<file path="src/rtl/btn_conditioner.sv">
// Per-channel button conditioner: two-flop synchroniser, debounce counter,
// clean registered level and a one-cycle press pulse on each debounced rising edge.
module btn_conditioner #(
    parameter int NUM_BTN = 5,
    parameter int DEB_CYC = 16
) (
    input  logic               clk,
    input  logic               rst,
    input  logic [NUM_BTN-1:0] btn_raw,
    output logic [NUM_BTN-1:0] btn_level,
    output logic [NUM_BTN-1:0] btn_press
);
    localparam int               CNT_W   = $clog2(DEB_CYC);
    localparam logic [CNT_W-1:0] CNT_MAX = CNT_W'(DEB_CYC - 1);
    localparam logic [CNT_W-1:0] CNT_ONE = CNT_W'(1);

    logic [NUM_BTN-1:0] sync1_q;
    logic [NUM_BTN-1:0] sync2_q;
    logic [NUM_BTN-1:0] level_q;
    logic [NUM_BTN-1:0] level_d;
    logic [NUM_BTN-1:0] press_q;
    logic [NUM_BTN-1:0] press_d;
    logic [CNT_W-1:0]   cnt_q [NUM_BTN];
    logic [CNT_W-1:0]   cnt_d [NUM_BTN];

    // A channel's count only survives while its synchronised input disagrees with
    // the accepted level; the level flips on the DEB_CYC-th consecutive disagreement.
    always_comb begin
        level_d = level_q;
        press_d = '0;
        for (int i = 0; i < NUM_BTN; i++) begin
            cnt_d[i] = '0;
            if (sync2_q[i] != level_q[i]) begin
                if (cnt_q[i] == CNT_MAX) begin
                    level_d[i] = sync2_q[i];
                    press_d[i] = sync2_q[i];
                end else begin
                    cnt_d[i] = cnt_q[i] + CNT_ONE;
                end
            end
        end
    end

    always_ff @(posedge clk or posedge rst) begin
        if (rst) begin
            sync1_q <= '0;
            sync2_q <= '0;
            level_q <= '0;
            press_q <= '0;
            for (int i = 0; i < NUM_BTN; i++) begin
                cnt_q[i] <= '0;
            end
        end else begin
            sync1_q <= btn_raw;
            sync2_q <= sync1_q;
            level_q <= level_d;
            press_q <= press_d;
            for (int i = 0; i < NUM_BTN; i++) begin
                cnt_q[i] <= cnt_d[i];
            end
        end
    end

    assign btn_level = level_q;
    assign btn_press = press_q;

endmodule

</file>
<file path="config.mk">
export PLATFORM = sky130hd
export DESIGN_NAME = btn_conditioner
export DESIGN_NICKNAME = d
export VERILOG_FILES = /design/src/rtl/btn_conditioner.sv
export SDC_FILE = /design/constraint.sdc
export NUM_CORES = 1
export LEC_CHECK = 0
export BUFFER_PORTS_ARGS = -buffer_cell sky130_fd_sc_hd__buf_2
export CAP_MARGIN = 40
export CORE_ASPECT_RATIO = 1.75
export CORE_MARGIN = 2
export CORE_UTILIZATION = 55
export CTS_BUF_LIST = sky130_fd_sc_hd__clkbuf_2 sky130_fd_sc_hd__clkbuf_4 sky130_fd_sc_hd__clkbuf_8
export DETAILED_ROUTE_END_ITERATION = 6
export PLACE_DENSITY = 0.8
export SKIP_LAST_GASP = 1
export SLEW_MARGIN = 20
export SYNTH_ARGS = -nofsm -noshare
export SYNTH_HDL_FRONTEND = slang
export SYNTH_SLANG_ARGS = --single-unit
</file>
<file path="constraint.sdc">
create_clock -name clk -period 1.7 [get_ports clk]
set_input_delay 0.34 -clock clk [delete_from_list [all_inputs] [get_ports clk]]
set_output_delay 0.34 -clock clk [all_outputs]
set_load 0.02 [all_outputs]
</file>
# == Yosys cells after proc, flatten, opt, wreduce, memory -nomap -nowiden ==
# Cells that the tools add are included.
# op_classes
addsub,5
n_eq_ne,10
muxes,20
reduce_logical,5
# ops
cell,n
4-bit 2-to-1 mux,10
"4-bit by 1-bit adder with 4-bit output, second input constant",5
"4-bit equality test, second input constant",5
1-bit 2-to-1 mux,10
2-bit AND reduction,5
1-bit != test,5
# word_totals
regBits,40
inputBits,7
output_inout_bits,10
word_cells,53

# == Depth between registers and ports, before layout ==
# Gate-level depths: netlist of run 1.
# depth
word_depth,3
ltp_mapped,4
mapped_depth_nobuf,4

# == Least setup slack after synthesis of run 1 ==
# Ideal clock, no wire load.
# synth_timing
path_type,register -> register
from,register cnt_q[12] (netlist bit)
to,register level_q[1] (netlist: btn_level[1])
arrival_ns,1.039
path_slack_ns,0.536
path_stages_with_launch,4
path_buffers,0
cell_sequence,dfrtp_1 -> ha_1 -> nand3_2 -> mux2_2
# synth_via
elab_chain_cells,2
# synth_rtl
element,line,rtl
"start, declared",23,logic [CNT_W-1:0] cnt_q [NUM_BTN];
"start signal, assigned by index",59,cnt_q[i] <= cnt_d[i];
4-bit equality test,34,if (cnt_q[i] == CNT_MAX) begin
2-bit AND reduction (no line),n/a,
"end signal, assigned",56,level_q <= level_d;
"end, declared",19,logic [NUM_BTN-1:0] level_q;
# Every way passes these cells.
# A chain may end at the register's enable or synchronous reset.

==> results.sh, run 1 <==
export IMPL_status="complete, no violations"
export IMPL_ctsResizeCount=0
export IMPL_clk_pin_slew_ns=0.07
export IMPL_post_cts_buffers=0
export IMPL_cts_buffer_depth=2
export IMPL_intPower_mw=1.36
export IMPL_hpwl_mm=1.73
export IMPL_antennaDiodeCount=0
export IMPL_antenna_found_initial=0
export IMPL_combPwrFrac=0.057
export IMPL_path_max_fanout=4
export IMPL_holdWs_ns=0.154
export IMPL_synth_warning_count=0
export IMPL_grt_max_degree=41
export IMPL_grt_pass1_wl_mm=4.09
export IMPL_io_pins=17
export IMPL_hold_end="sync1_q[0]$_DFF_PP0_"
export IMPL_p_sw_frac=0.225
export IMPL_drv_slew=0
export IMPL_cts_buffers=5
export IMPL_grt_pass1_vias=939
export IMPL_hold_viol=0
export IMPL_synth_nets=121
export IMPL_synth_cell_type_count=17
export IMPL_htreeDepth=2
export IMPL_max_cap_violations=0
export IMPL_hp_class="input pin to register"
export IMPL_syn_to_final_growth_pct=14.0
export IMPL_gp_congestion=0.710
export IMPL_timing_critical_path_required_ns=1.88
export IMPL_critical_path_class="register to register"
export IMPL_fmax_ghz=0.781
export IMPL_die_x_um=43.8
export IMPL_fin_crit_sh=0.754
export IMPL_drt_initial_drc_count=9
export IMPL_critPathCaptureType="register"
export IMPL_synthDominantCellAreaShare=0.656
export IMPL_overflow=0
export IMPL_multi_input_area_um2=507
export IMPL_power_mw=1.76
export IMPL_holdBufCountCts=0
export IMPL_die_area_mm2=0.00323
export IMPL_synthCells=109
export IMPL_worst_r2r_path_depth=3
export IMPL_cts_sinks=40
export IMPL_postRouteAntennaNets=0
export IMPL_clkPwrFrac=0.356
export IMPL_drtPass1Iterations=2
export IMPL_avgRoutedWirePerCell_um=15.0
export IMPL_hold_start="btn_raw[0]"
export IMPL_switching_power_uw=396
export IMPL_r2r_end="cnt_q[19]$_DFF_PP0_"
export IMPL_finClkSkew_ns=0.00214
export IMPL_die_y_um=73.7
export IMPL_stdcell_count=161
export IMPL_synth_seq_cells=40
export IMPL_netlist_area_mm2=0.00153
export IMPL_max_slew_margin_rel=0.670
export IMPL_routed_wl_mm=2.41
export IMPL_r2r_slack_ns=0.42
export IMPL_period_minus_slack_ns=1.28
export IMPL_fill_cells=199
export IMPL_regArea_mm2=0.00100
export IMPL_synth_top_area_cell="dfrtp_1"
export IMPL_synth_area_per_cell_um2=14.0
export IMPL_ir_drop_v=0.000719
export IMPL_tightest_slew_ns=0.496
export IMPL_finalSetupTns_ns=0
export IMPL_r2r_start="cnt_q[16]$_DFF_PP0_"
export IMPL_fin_nets=145
export IMPL_tritoncts="done"
export IMPL_rsz0062_at_grt="false"
export IMPL_holdPathStages=1
export IMPL_grt_util_all_layers=0.179
export IMPL_clkLatencyLatePin_ns=0.29
export IMPL_synthTopCellsByArea="dfrtp_1, xnor2_1, ha_1"
export IMPL_seqPwrFrac=0.587
export IMPL_coreArea_mm2=0.00266
export IMPL_placed_cells=153
export IMPL_drc=0
export IMPL_num_rows=25
export IMPL_p_leak_nw=0.820
export IMPL_cts_root_buffer="clkbuf_8"
export IMPL_via_per_inst=5.53
export IMPL_start_util=0.574
export IMPL_critPathLaunch="cnt_q[16]$_DFF_PP0_"
export IMPL_io_buffers=16
export IMPL_arrival_ns=1.46
export IMPL_start_kind="register"
export IMPL_yosysSeqAreaShare=0.656
export IMPL_p_per_area_mw_per_mm2=1010
export IMPL_vias=890
export IMPL_setup_viol_count_final=0
export IMPL_drive_gt1_frac=0.261
-- sequential cells by signal (all words and copies together) (netlist names) --
register	count
sync1_q	5
sync2_q	5
btn_level	5
cnt_q	20
btn_press	5
-- Yosys cell counts (all sizes together) --
library cell and n:
nor2b 4, nor2 5, a311oi 3, and2b 1, mux2 5, a31oi 1, nand3 5, a21o 1
ha 5, dfrtp 40, inv 5, o21ai 4, nor3b 8, a21oi 8, xnor2 10, nand4b 4
-- layout make-up --
class                   count  area share
inverters                   5      0.0108
well taps                  27      0.0194
clock buffers               6      0.0474
flip-flops and latches     40       0.575
multi-input cells          64       0.291
repair buffers             17      0.0503
clock inverters             2     0.00575
-- layer usage --
| metal | GRT usage | part of all wire |
|---|---|---|
| met1 | 0.193 | 0.40 |
| met2 | 0.299 | 0.54 |
| met3 | 0.0639 | 0.040 |
| met4 | 0.0909 | 0.022 |
| met5 | 0 | 0 |
-- layout by cell type, fill, tap and decap left out --
cell type	count
inv_1	5
nand3_2	5
a31oi_1	1
mux2_2	4
buf_4	1
nor2b_1	4
clkinv_2	2
a21o_1	1
xnor2_1	10
dfrtp_1	40
nor2_1	5
mux2_4	1
buf_2	16
o21ai_0	4
a21oi_1	8
clkbuf_8	6
nor3b_1	8
and2b_1	1
ha_1	5
nand4b_1	4
a311oi_1	3
-- stage by stage --
stage / util / setup slack, ns / instance area, um2
6_report: 0.655 / 0.419 / 1740
5_1_grt: 0.655 / 0.349 / 1740
4_1_cts: 0.655 / 0.424 / 1740
3_5_place_dp: 0.620 / 0.441 / 1650
3_3_place_gp: 0.620 / 0.508 / 1650
2_1_floorplan: - / 0.442 / 1530
-- logic make-up (layout without fill, tap and decap cells) --
logic type / after synthesis / after routing / synth area share
fa+ha+maj: 5 / 5 / 0.0410
xor+xnor: 10 / 10 / 0.0574
buf+inv: 5 / 30 / 0.0123
flops: 40 / 40 / 0.656
compound gates: 17 / 17 / 0.0656
simple gates: 27 / 27 / 0.129
mux: 5 / 5 / 0.0393
-- power by group through the flow --
stage	Combinational [mW]	Clock (mW)	Sequential, mW
after global routing	0.116	0.685	1.04
after CTS	0.103	0.650	1.03
final	0.101	0.626	1.03
after global placement	0.0959	0	1.04
after detailed placement	0.102	0	1.05
after floorplan	0.0754	0	1.04
-- worst max-delay path by stage --
stage,cells past startpoint,to
6_report,3,cnt_q[19]$_DFF_PP0_
5_1_grt,3,cnt_q[19]$_DFF_PP0_
4_1_cts,3,cnt_q[19]$_DFF_PP0_
3_5_place_dp,3,cnt_q[19]$_DFF_PP0_
3_3_place_gp,3,btn_level[2]$_DFFE_PP0P_
2_1_floorplan,1,btn_level[0]$_DFFE_PP0P_
-- worst max-delay path, stage by stage, from the launching register on --
cell	delay, ns
dfrtp_1	0.42
ha_1	0.28
a21o_1	0.18
a311oi_1	0.29
Note: power is estimated with default switching activity, not from simulation.
==> run 2: changes to the inputs <==
==> constraint.sdc (replaced) <==
create_clock -name clk -period 1.2 [get_ports clk]
set_input_delay 0.24 -clock clk [delete_from_list [all_inputs] [get_ports clk]]
set_output_delay 0.24 -clock clk [all_outputs]
set_load 0.02 [all_outputs]
==> run 2 against run 1 <==
  * Worst hold slack worse by 0.10 ns
  * Combinational power is 78% higher
  * Clock skew is 0.0033 ns higher
  * Routed wire length is 0.66% higher
  * Via count is 4.6% higher
  * Setup slack worse by 0.38 ns
  * Maximum frequency is 10% higher
  * Non-clock buffer count is 7 higher
  * Critical path depth stayed put
  * Highest routed layer unchanged
==> results.sh, run 2 (same netlist as run 1, synthesis figures left out) <==
export IMPL_post_place_ws_ns=-0.0645
export IMPL_hold_viol=0
export IMPL_period_minus_slack_ns=1.16
export IMPL_finClkSkew_ns=0.00541
export IMPL_post_cts_buffers=0
export IMPL_drv_slew=0
export IMPL_io_buffers=16
export IMPL_io_pins=17
export IMPL_routed_wl_mm=2.42
export IMPL_arrival_ns=1.33
export IMPL_max_slew_margin_rel=0.737
export IMPL_status="complete, no violations"
export IMPL_worst_r2r_path_depth=3
export IMPL_drc=0
export IMPL_p_per_area_mw_per_mm2=1360
export IMPL_hpwl_mm=1.82
export IMPL_start_util=0.574
export IMPL_grt_max_degree=41
export IMPL_grt_util_all_layers=0.183
export IMPL_cts_buffer_depth=2
export IMPL_postRouteAntennaNets=0
export IMPL_fin_ws_ns=0.0377
export IMPL_largest_register="cnt_q"
export IMPL_cts_root_buffer="clkbuf_8"
export IMPL_die_y_um=73.7
export IMPL_start_kind="register"
export IMPL_gp_congestion=0.714
export IMPL_tightest_slew_ns=0.392
export IMPL_hp_class="input pin to register"
export IMPL_syn_to_final_growth_pct=18.9
export IMPL_coreArea_mm2=0.00266
export IMPL_fin_nets=152
export IMPL_vias=931
export IMPL_grt_pass1_vias=1016
export IMPL_drtPass1Iterations=4
export IMPL_avgRoutedWirePerCell_um=14.5
export IMPL_design_area_mm2=0.00182
export IMPL_via_per_inst=5.57
export IMPL_fin_crit_sh=0.969
export IMPL_placed_cells=159
export IMPL_stdcell_count=167
export IMPL_drive_gt1_frac=0.329
export IMPL_antennaDiodeCount=0
export IMPL_num_rows=25
export IMPL_cts_sinks=40
export IMPL_clkLatencyLatePin_ns=0.29
export IMPL_overflow=0
export IMPL_die_x_um=43.8
export IMPL_fmax_ghz=0.860
export IMPL_holdPathStages=1
export IMPL_largest_register_ffs=20
export IMPL_critPathCaptureType="register"
export IMPL_r2r_slack_ns=0.04
export IMPL_critical_path_class="register to register"
export IMPL_cts_buffers=5
export IMPL_setup_viol_count_final=0
export IMPL_final_common_cell="dfrtp_1"
export IMPL_power_mw=2.47
export IMPL_clk_pin_slew_ns=0.07
export IMPL_die_area_mm2=0.00323
export IMPL_rsz0062_at_grt="true"
export IMPL_p_leak_nw=0.843
export IMPL_htreeDepth=2
export IMPL_max_cap_violations=0
export IMPL_tritoncts="done"
export IMPL_grt_pass1_wl_mm=4.21
export IMPL_drt_initial_drc_count=18
export IMPL_timing_critical_path_required_ns=1.37
export IMPL_finalSetupTns_ns=0
export IMPL_path_max_fanout=4
export IMPL_final_cell_mix="dfrtp_1, buf_2, xnor2_1"
export IMPL_holdWs_ns=0.0523
export IMPL_antenna_found_initial=0
export IMPL_ir_drop_v=0.00124
export IMPL_place_area_mm2=0.00171
export IMPL_post_route_util=0.683
## run 2: cell types whose count changed in the layout (fill, tap and decap cells not counted), sizes merged
cell / before / now
dlygate4sd3: 0 / 1
buf: 17 / 23
clkinv: 2 / 1
## run 2: critical path: stages (launching register included)
cell and delay [ns]:
dfrtp_1 0.39, ha_2 0.25, nand3_2 0.11, mux2_4 0.31
## run 2: final timing paths
check                                     startpoint                        to
min in group asynchronous                        rst      sync1_q[4]$_DFF_PP0_
worst max-delay path             cnt_q[17]$_DFF_PP0_  btn_level[0]$_DFFE_PP0P_
worst min-delay path                      btn_raw[0]      sync1_q[0]$_DFF_PP0_
worst max register to register   cnt_q[17]$_DFF_PP0_  btn_level[0]$_DFFE_PP0P_
max in group asynchronous                        rst  btn_level[0]$_DFFE_PP0P_
worst min register to register  sync1_q[3]$_DFF_PP0_      sync2_q[3]$_DFF_PP0_
## run 2: area by class of cell
class                   instances  area, um2
flip-flops and latches         40       1000
fillers                       196        843
clock buffers                   6       76.3
inverters                       5       18.8
multi-input cells              64        526
clock inverters                 1       5.00
well taps                      27       33.8
repair buffers                 24        155
## run 2: power breakdown
group / leakage [nW] / internal (mW) / switching (mW)
Combinational: 0.276 / 0.0925 / 0.0872
Clock: 0.0445 / 0.417 / 0.417
Sequential: 0.523 / 1.41 / 0.0501
Total: 0.843 / 1.92 / 0.554
## run 2: repair_timing
item / 4_1_cts / 5_1_grt
hold endpoints to repair: 32 / 0
gates resized for setup: 1 / 5
setup endpoints to repair: 2 / 6
hold buffers: 1 / 0
cloned: 0 / 0
## run 2: metal layers
| metal | vias to the layer above | wire (um) | global-route usage |
|---|---|---|---|
| li1 | 441 | - | - |
| met1 | 463 | 904 | 0.190 |
| met2 | 19 | 1390 | 0.320 |
| met3 | 8 | 77 | 0.0516 |
| met4 | 0 | 56 | 0.101 |
| met5 | - | 0 | 0 |
